[src/rtl/ct_soc_l2flush_ctrl_if.sv]
// Handshake bundle between the power manager, the L2-flush initiator and the CPU pads.
// master: the flush controller; slave: the power-manager / CPU side that drives its inputs.
interface ct_soc_l2flush_ctrl_if #(
  parameter int unsigned TO_W = 16
);
  logic            pm_flush_req;
  logic            pm_abort;
  logic            cfg_wait_noop;
  logic [TO_W-1:0] cfg_timeout;
  logic            cpu_pad_l2cache_flush_done;
  logic            cpu_pad_no_op;
  logic            pad_cpu_l2cache_flush_req;
  logic            pm_flush_busy;
  logic            pm_flush_ack;
  logic            pm_flush_err;

  modport master (
    input  pm_flush_req,
    input  pm_abort,
    input  cfg_wait_noop,
    input  cfg_timeout,
    input  cpu_pad_l2cache_flush_done,
    input  cpu_pad_no_op,
    output pad_cpu_l2cache_flush_req,
    output pm_flush_busy,
    output pm_flush_ack,
    output pm_flush_err
  );

  modport slave (
    output pm_flush_req,
    output pm_abort,
    output cfg_wait_noop,
    output cfg_timeout,
    output cpu_pad_l2cache_flush_done,
    output cpu_pad_no_op,
    input  pad_cpu_l2cache_flush_req,
    input  pm_flush_busy,
    input  pm_flush_ack,
    input  pm_flush_err
  );
endinterface

[src/rtl/ct_soc_l2flush_ctrl.sv]
// SoC-side initiator of the CPU L2-cache flush pad handshake: 4-phase req/done,
// optional no-op wait, per-phase timeout and abort.
module ct_soc_l2flush_ctrl #(
  parameter int unsigned SYNC_STAGES = 2,
  parameter int unsigned TO_W        = 16
) (
  input  logic                   forever_cpuclk,
  input  logic                   cpurst_b,
  ct_soc_l2flush_ctrl_if.master  bus
);

  typedef enum logic [2:0] {
    S_IDLE,
    S_REQ,
    S_NOOP,
    S_REL,
    S_ACK,
    S_TMO
  } state_e;

  state_e                 state_q, state_d;
  logic [TO_W-1:0]        timer_q, timer_d;
  logic [TO_W-1:0]        tmo_cfg_q, tmo_cfg_d;
  logic                   wait_noop_q, wait_noop_d;
  logic                   flush_req_q;
  logic                   ack_q;
  logic                   err_q, err_d;
  logic [SYNC_STAGES-1:0] done_sync_q;
  logic [SYNC_STAGES-1:0] noop_sync_q;
  logic                   done_s;
  logic                   noop_s;
  logic                   phase_expired;
  logic                   in_phase;

  always_ff @(posedge forever_cpuclk or negedge cpurst_b) begin
    if (!cpurst_b) begin
      done_sync_q <= '0;
      noop_sync_q <= '0;
    end else begin
      done_sync_q[0] <= bus.cpu_pad_l2cache_flush_done;
      noop_sync_q[0] <= bus.cpu_pad_no_op;
      for (int unsigned i = 1; i < SYNC_STAGES; i++) begin
        done_sync_q[i] <= done_sync_q[i-1];
        noop_sync_q[i] <= noop_sync_q[i-1];
      end
    end
  end

  assign done_s = done_sync_q[SYNC_STAGES-1];
  assign noop_s = noop_sync_q[SYNC_STAGES-1];

  assign in_phase      = (state_q == S_REQ) || (state_q == S_NOOP) || (state_q == S_REL);
  assign phase_expired = (tmo_cfg_q != '0) && (timer_q == (tmo_cfg_q - TO_W'(1)));

  // Within a phase: abort beats a normal exit, a normal exit beats expiry.
  always_comb begin
    state_d     = state_q;
    timer_d     = timer_q;
    tmo_cfg_d   = tmo_cfg_q;
    wait_noop_d = wait_noop_q;
    err_d       = 1'b0;
    case (state_q)
      S_IDLE: begin
        if (bus.pm_flush_req) begin
          tmo_cfg_d   = bus.cfg_timeout;
          wait_noop_d = bus.cfg_wait_noop;
          if (done_s) err_d   = 1'b1;
          else        state_d = S_REQ;
        end
      end
      S_REQ: begin
        if (bus.pm_abort)   state_d = S_TMO;
        else if (done_s)    state_d = wait_noop_q ? S_NOOP : S_REL;
        else if (phase_expired) state_d = S_TMO;
      end
      S_NOOP: begin
        if (bus.pm_abort)   state_d = S_TMO;
        else if (noop_s)    state_d = S_REL;
        else if (phase_expired) state_d = S_TMO;
      end
      S_REL: begin
        if (bus.pm_abort)   state_d = S_TMO;
        else if (!done_s)   state_d = S_ACK;
        else if (phase_expired) state_d = S_TMO;
      end
      S_ACK: state_d = S_IDLE;
      S_TMO: begin
        if (!done_s) begin
          err_d   = 1'b1;
          state_d = S_IDLE;
        end
      end
      default: state_d = S_IDLE;
    endcase

    if (state_d != state_q) begin
      timer_d = '0;
    end else if (in_phase && (timer_q != '1)) begin
      timer_d = timer_q + TO_W'(1);
    end
  end

  always_ff @(posedge forever_cpuclk or negedge cpurst_b) begin
    if (!cpurst_b) begin
      state_q     <= S_IDLE;
      timer_q     <= '0;
      tmo_cfg_q   <= '0;
      wait_noop_q <= 1'b0;
      flush_req_q <= 1'b0;
      ack_q       <= 1'b0;
      err_q       <= 1'b0;
    end else begin
      state_q     <= state_d;
      timer_q     <= timer_d;
      tmo_cfg_q   <= tmo_cfg_d;
      wait_noop_q <= wait_noop_d;
      flush_req_q <= (state_d == S_REQ) || (state_d == S_NOOP);
      ack_q       <= (state_d == S_ACK);
      err_q       <= err_d;
    end
  end

  assign bus.pad_cpu_l2cache_flush_req = flush_req_q;
  assign bus.pm_flush_busy             = (state_q != S_IDLE);
  assign bus.pm_flush_ack              = ack_q;
  assign bus.pm_flush_err              = err_q;

endmodule

[src/flat_wrapper.sv]
// flat-port wrapper written by rule: the top's interface ports become plain ports
module ct_soc_l2flush_ctrl_flat 
#(
  parameter int unsigned SYNC_STAGES = 2,
  parameter int unsigned TO_W        = 16
)
  (forever_cpuclk, cpurst_b, bus_pm_flush_req, bus_pm_abort, bus_cfg_wait_noop, bus_cfg_timeout, bus_cpu_pad_l2cache_flush_done, bus_cpu_pad_no_op, bus_pad_cpu_l2cache_flush_req, bus_pm_flush_busy, bus_pm_flush_ack, bus_pm_flush_err);
  ct_soc_l2flush_ctrl_if #(.TO_W(TO_W)) bus_i ();
  input  logic forever_cpuclk;
  input  logic cpurst_b;
  input wire logic [$bits(bus_i.pm_flush_req)-1:0] bus_pm_flush_req;
  input wire logic [$bits(bus_i.pm_abort)-1:0] bus_pm_abort;
  input wire logic [$bits(bus_i.cfg_wait_noop)-1:0] bus_cfg_wait_noop;
  input wire logic [$bits(bus_i.cfg_timeout)-1:0] bus_cfg_timeout;
  input wire logic [$bits(bus_i.cpu_pad_l2cache_flush_done)-1:0] bus_cpu_pad_l2cache_flush_done;
  input wire logic [$bits(bus_i.cpu_pad_no_op)-1:0] bus_cpu_pad_no_op;
  output wire logic [$bits(bus_i.pad_cpu_l2cache_flush_req)-1:0] bus_pad_cpu_l2cache_flush_req;
  output wire logic [$bits(bus_i.pm_flush_busy)-1:0] bus_pm_flush_busy;
  output wire logic [$bits(bus_i.pm_flush_ack)-1:0] bus_pm_flush_ack;
  output wire logic [$bits(bus_i.pm_flush_err)-1:0] bus_pm_flush_err;
  assign bus_i.pm_flush_req = bus_pm_flush_req;
  assign bus_i.pm_abort = bus_pm_abort;
  assign bus_i.cfg_wait_noop = bus_cfg_wait_noop;
  assign bus_i.cfg_timeout = bus_cfg_timeout;
  assign bus_i.cpu_pad_l2cache_flush_done = bus_cpu_pad_l2cache_flush_done;
  assign bus_i.cpu_pad_no_op = bus_cpu_pad_no_op;
  assign bus_pad_cpu_l2cache_flush_req = bus_i.pad_cpu_l2cache_flush_req;
  assign bus_pm_flush_busy = bus_i.pm_flush_busy;
  assign bus_pm_flush_ack = bus_i.pm_flush_ack;
  assign bus_pm_flush_err = bus_i.pm_flush_err;
  ct_soc_l2flush_ctrl #(.SYNC_STAGES(SYNC_STAGES), .TO_W(TO_W)) u_core (.forever_cpuclk(forever_cpuclk), .cpurst_b(cpurst_b), .bus(bus_i));
endmodule
[config.mk]
export PLATFORM = sky130hd
export DESIGN_NAME = ct_soc_l2flush_ctrl_flat
export DESIGN_NICKNAME = d
export VERILOG_FILES = /design/src/rtl/ct_soc_l2flush_ctrl_if.sv /design/src/rtl/ct_soc_l2flush_ctrl.sv /design/src/flat_wrapper.sv
export SDC_FILE = /design/constraint.sdc
export NUM_CORES = 1
export LEC_CHECK = 0
export ABC_AREA = 1
export ABC_CLOCK_PERIOD_IN_PS = 4700
export CAP_MARGIN = 20
export CORE_MARGIN = 4
export CORE_UTILIZATION = 40
export CTS_BUF_LIST = sky130_fd_sc_hd__clkbuf_2 sky130_fd_sc_hd__clkbuf_4 sky130_fd_sc_hd__clkbuf_8
export DETAILED_ROUTE_END_ITERATION = 7
export PLACE_DENSITY = 0.56
export SLEW_MARGIN = 20
export SYNTH_ARGS = -nofsm -noshare
export SYNTH_HDL_FRONTEND = slang
export SYNTH_SLANG_ARGS = --single-unit
[constraint.sdc]
create_clock -name forever_cpuclk -period 4.7 [get_ports forever_cpuclk]
set_clock_uncertainty 0.15 [all_clocks]
set_input_delay 0.94 -clock forever_cpuclk [delete_from_list [all_inputs] [get_ports forever_cpuclk]]
set_output_delay 0.94 -clock forever_cpuclk [all_outputs]
set_load 0.005 [all_outputs]
After elaboration in Yosys (flattened, before gate mapping)
Index checks and enable logic that the tools add are counted.

Memories: 0. Output and inout bits: 4. Register bits after elaboration: 43. Memory bits (writable): 0. Latch bits: 0. Input port bits: 23. Word-level logic and storage cells: 49. ROM bits: 0.

Add/subtract/negate cells: 2. Order comparisons: 0. Div/mod/pow operators: 0. Equality and inequality tests: 10. Shift operators: 0. Reductions and logical operators: 10. Muxes and demuxes: 18. Multiply operators: 0. Bitwise gates (word level): 0.

Operators by type and width (count): 2-to-1 mux 16 bit (2); 2-to-1 mux 3 bit (10); adder 16 x 1 -> 16 bit, second input constant (1); equality test 16 bit (1); inequality test 16 bit, second input constant (1); nonzero test 16 bit (1); subtractor 16 x 1 -> 16 bit, second input constant (1); one-hot mux 3 bit (5 select lines) (1); equality test 3 x 2 -> 1 bit, second input constant (3); equality test 3 x 1 -> 1 bit, second input constant (2); equality test 3 bit, second input constant (2); 2-to-1 mux 1 bit (4); zero test 3 bit (1); logical OR 1 bit (3); inequality test 3 bit (1); nonzero test 3 bit (1); logical AND 1 bit (2); one-hot mux 1 bit (2 select lines) (1); AND reduction 2 bit (1); nonzero test 2 bit (1).

Logic depth before layout (Yosys ltp)
Word-level depth: 9. Depth in mapped cells: 22.

Worst setup path after synthesis
No wires, ideal clock.

Path type: reg-to-reg. From: register u_core.tmo_cfg_q[0]. To: register u_core.timer_q[5]. Arrival time: 2250 ps. Stages on the path, launching flop included: 20. Slack: 2231 ps. Clock period less this slack: 2469 ps. Setup time: 69 ps. Buffers on the path: 1. Path through: dfrtp_1 inv_1 ha_1 nand2_2 nor2_4 nand2_1 nand3_1 nand3_1 nor2_2 nand3_2 nand2_1 nand2_2 nand2_4 nand2_2 nand2_2 nand2_2 nor2_4 nand2_4 buf_12 nor2_4.

Longest elaborated chain between the ends: 9. Elaborated cells on any way between the ends: 15. Those cells by class: 1 x add/sub; 2 x eq/ne; 9 x mux; 3 x reduce/logical.

Ends and longest elaborated chain: start, declared (line ct_soc_l2flush_ctrl.sv:23) `logic [TO_W-1:0] tmo_cfg_q, tmo_cfg_d;`; start signal, assigned (line ct_soc_l2flush_ctrl.sv:115) `tmo_cfg_q <= tmo_cfg_d;`; subtractor 16 x 1 -> 16 bit (line ct_soc_l2flush_ctrl.sv:53) `assign phase_expired = (tmo_cfg_q != '0) && (timer_q == (tmo_cfg_q - TO_W'(1)));`; equality test 16 bit (line ct_soc_l2flush_ctrl.sv:53); logical AND 1 bit * (line ct_soc_l2flush_ctrl.sv:53); 2-to-1 mux 3 bit * (line ct_soc_l2flush_ctrl.sv:74, ct_soc_l2flush_ctrl.sv:79, ct_soc_l2flush_ctrl.sv:84); 2-to-1 mux 3 bit (on tied branches) (line ct_soc_l2flush_ctrl.sv:83, ct_soc_l2flush_ctrl.sv:73, ct_soc_l2flush_ctrl.sv:78); 2-to-1 mux 3 bit (on tied branches) (line ct_soc_l2flush_ctrl.sv:82, ct_soc_l2flush_ctrl.sv:72, ct_soc_l2flush_ctrl.sv:77); one-hot mux 3 bit (5 select lines) * (line ct_soc_l2flush_ctrl.sv:62) `case (state_q)`; inequality test 3 bit * (line ct_soc_l2flush_ctrl.sv:96) `if (state_d != state_q) begin`; 2-to-1 mux 16 bit or nonzero test 2 bit (tied branches); end signal, assigned (line ct_soc_l2flush_ctrl.sv:114) `timer_q <= timer_d;`; end, declared (line ct_soc_l2flush_ctrl.sv:22) `logic [TO_W-1:0] timer_q, timer_d;`.

Mark *: on every way between the ends. The rest lies on a longest branch, timed or not. A chain may end at the register's enable or synchronous reset.

Worst setup path in the final report
From: register u_core.tmo_cfg_q[0]. To: register u_core.timer_q[7].

The elaborated chain is that of the path after synthesis.

==> results <==
- The post-synthesis share of cell area spent on full adders, half adders and majority gates is 0.00909.
- The simple-gate area share of the yosys netlist is 0.388.
- The count of standard-cell rows is 29.
- The first-pass GRT wire length is 10700 µm.
- The kind of end point of the critical path is a register.
- The worst hold path terminates at u_core.noop_sync_q[1].
- The clock buffer count from CTS is 5.
- The sequential share of power is 0.342.
- Gates resized during post-CTS repair numbered 0.
- The post-layout minimum cycle time is 2.83 ns.
- Data on the critical path is required at its endpoint by 4.77 ns.
- The count of final setup violators is 0.
- The clock net in this run drives a total of 43 sinks.
- The count of pins on the block boundary is 27.
- Entering global routing, the biggest net connects 44 pins.
- The count of buffers from port buffering is 26.
- In the routed layout, each cell is associated on average with a via count of 4.87.
- The maximum fanout count along the critical path is 13.
- The clock passes through at most 2 buffers.
- For this configuration, the core starts out at a cell density of 0.422.
- The remaining number of nets flagged by the antenna check after routing is 0.
- The signal on the critical path passes through inv_1, ha_1, nand2_2, nor2_4, nand2_1, nand3_1, nand3_1, nor2_2, nand3_2, nand2_1, nand2_2, nand2_4, nand2_2, nand2_2, nand2_2, nor2_4, nand2_4, nor3_1.
- The worst min-delay path class is reg -> reg.
- The logic gate share of total power is 0.501.
- The initial antenna violation count was 0.
- The depth of the critical timing path with buffers and inverters included is 18.
- For this design, the CTS-stage hold fixing added 0 buffers.
- The most numerous cell type found on the critical path is nand2_2.
- Setup slack closes at 1.87 ns.
- Of the total power, the clock network draws 0.157.
- The internal reg-to-reg setup slack is 1.87 ns.
- The overall die height is 91.0 µm.
- The residual overflow from global routing is 0.
- The post-synthesis share of cell area spent on xor and xnor gates is 0.0668.
- The final number of hold-violating endpoints was 0.
- After layout, the design draws a total of 1.70 mW.
- The depth of the worst hold-timing path is 0.
- 0 antenna diodes ended up in the layout.
- The post-synthesis compound-gate area fraction is 0.0627.
- Of the total power, the share spent switching nets is 0.474.
- The internal power is 895 µW.
- The tightest hold margin is 0.202 ns.
- The number of levels in the clock H-tree is 2.
- At the end of the flow the core is filled with cells to 0.488.
- The share of the Yosys chip area taken by registers is 0.391.
- Together, buffers and inverters on the worst path number 1.
- The tightest slew margin relative to the limit is 0.626.
- Of the post-synthesis cell area, the part taken by muxes is 0.
- The count of different cell masters after synthesis is 29.
- The worst IR drop on VDD is 0.000248 V.
- Detailed routing inserted a total of 2354 vias.
- The final estimated routing congestion in global placement is 0.897.
- The final wirelength is 6260 µm.
- Of the cells placed in the final design, the portion with a size suffix greater than 1 is 0.103.
- The pin slew with the least headroom to its limit is 0.561 ns.
- The clock transition at the registers of the reported paths is 0.08 ns.
- After detailed routing, the average wire length per cell comes to 13.0 µm.
- The cell family with the largest share of critical-path delay is simple AND/OR/NAND/NOR gates.
- The first detailed-routing pass took 4 iterations.
- When the netlist entered floorplanning its net count stood at 401.
- The global-route usage over all layers is 0.158.
- The cell area power density is 535 mW/mm².
- For this run, the number of Yosys warnings is 0.
- The tool flagged a number of max-cap violations equal to 0.
- The number of nets in the final layout is 430.
- STA classifies the critical path startpoint as a register.
- The longest individual stage delay on the worst path is 0.39 ns.
- The synthesized instance count is 376.
- Once detailed placement completed, the half-perimeter wirelength came to 4870 µm.
- The maximum operating frequency is 354 MHz.
- Data arrives at the worst endpoint at 2.89 ns.
- The max-slew violation total from the final report is 0.
- The CTS tree is yes.
- The count of fill cells added during filler insertion is 668.
- The starting DRC count in detailed routing is 70.
- The leakage power of the design is 1.48 nW.
- The flip-flop and latch count after synthesis is 43.
- On the critical path, the stage with the largest delay is an instance of dfrtp_1.
- The clock latency of the later-clocked register in the worst-skew pair is 0.30 ns.
- The endpoint identified for the worst register-to-register timing path is u_core.timer_q[7].
- The growth of design area from synthesis to finish is 15.6%.
- After detailed routing, the number of remaining DRC violations is 0.
- The start-to-end type of the worst setup path is reg -> reg.
- The floorplan die width is 91.0 µm.
- The worst setup slack after placement is 1.80 ns.
- The most critical setup path has its startpoint at u_core.tmo_cfg_q[0].
- The run finished with clean final reports.
- The core region is 0.00653 mm².
- The switching power is 807 µW.
- The post-route setup TNS is 0 ns.
- Clock tree synthesis selected as its root buffer the cell clkbuf_8.
- The post-synth design cell area is 0.00275 mm².
- The number of buffers inserted by post-CTS setup repair is 0.
- The start point of the worst hold path is u_core.noop_sync_q[0].
- The launch instance of the worst register-to-register path is u_core.tmo_cfg_q[0].
- The post-route fraction of the period consumed by the critical path is 0.601.
- The mean cell area of the mapped netlist is 7.32 µm².
- The number of global-route vias before repair is 2345.
- By area, the combinational part of the netlist is dominated by simple AND/OR/NAND/NOR gates.
- The floorplan step defined a die boundary enclosing 0.00828 mm².
- Setup repair after global routing left no endpoint under its margin.
- The number of cells traversed by the worst register-to-register path is 18.
registers in the layout, indices dropped and copies added (netlist names):
| signal | cells |
|---|---|
| u_core.timer_q | 16 |
| u_core.bus.pad_cpu_l2cache_flush_req | 1 |
| u_core.bus.pm_flush_err | 1 |
| u_core.state_q | 3 |
| u_core.wait_noop_q | 1 |
| u_core.done_sync_q | 2 |
| u_core.noop_sync_q | 2 |
| u_core.tmo_cfg_q | 16 |
| u_core.bus.pm_flush_ack | 1 |
power by group through the flow:
stage	Clock, mW	Combinational, mW	Sequential, mW
after global routing	0.295	0.976	0.597
after global placement	0	0.856	0.586
after detailed placement	0	0.858	0.588
after floorplan	0	0.707	0.552
after CTS	0.276	0.863	0.582
final	0.268	0.853	0.582
cell type report:
type	count	area (µm²)	share of cell area
clock buffer	7	96.3	0.0303
clock inverter	1	7.51	0.00236
inverter	51	191	0.0601
multi-input combinational	277	1450	0.456
sequential	43	1080	0.338
tap	77	96.3	0.0303
timing repair buffer	27	265	0.0833
Yosys cell counts, drive strengths merged:
cell type	count	area, µm²
nand2	114	460
nor2	55	312
inv	51	191
dfrtp	43	1080
nand3	32	170
o21ai	23	115
xor2	14	123
nor3	12	65.1
xnor2	7	61.3
nand4	5	31.3
a21oi	4	20.0
clkbuf	3	11.3
nor4	3	18.8
buf	2	23.8
ha	2	25.0
a21o	1	7.51
a22oi	1	12.5
and2	1	6.26
o211a	1	10.0
o31ai	1	7.51
or2	1	6.26
cell usage in the layout (no fill, tap or decap), types with 3 or more instances in the layout:
cell	netlist	routed
nand2_1	105	105
nand2_2	7	7
a21oi_1	4	4
dfrtp_1	43	43
nand4_1	5	5
xor2_1	14	14
xnor2_1	7	7
nor2_2	6	6
clkdlybuf4s50_1	0	25
nor3_1	11	11
nor2_4	12	12
clkbuf_8	0	7
o21ai_0	22	22
nor2_1	37	37
nand3_1	30	30
nor4_1	3	3
inv_1	51	51
logic make-up (layout without fill, tap and decap cells):
family / count (synthesis) / count (layout)
DFF: 43 / 43
adders and majority gates: 2 / 2
buffers and inverters: 56 / 86
and+or+nand+nor: 223 / 223
AOI/OAI and AO/OA: 31 / 31
xor gates and xnor gates: 21 / 21
metrics by stage:
step / cells / instance area (µm²)
after floorplan: 376 / 2750
final: 483 / 3180
after CTS: 483 / 3180
after detailed placement: 475 / 3080
after global routing: 483 / 3180
after global placement: 475 / 3080
layer usage:
| metal | up-vias | GRT usage | wire length (µm) |
|---|---|---|---|
| li1 | 1236 | - | - |
| met1 | 1084 | 0.219 | 3300 |
| met2 | 27 | 0.248 | 2720 |
| met3 | 7 | 0.0339 | 163 |
| met4 | 0 | 0.0477 | 81 |
| met5 | - | 0 | 0 |
how the worst max path moves through the flow:
stage / to / slack, ns
6_report: u_core.timer_q[7] / 1.87
5_1_grt: u_core.timer_q[12] / 1.56
4_1_cts: u_core.timer_q[7] / 1.85
3_5_place_dp: u_core.timer_q[7] / 1.80
3_3_place_gp: u_core.bus.pad_cpu_l2cache_flush_req / 1.84
2_1_floorplan: u_core.timer_q[5] / 2.23
Power figures use the tool's default switching activity.
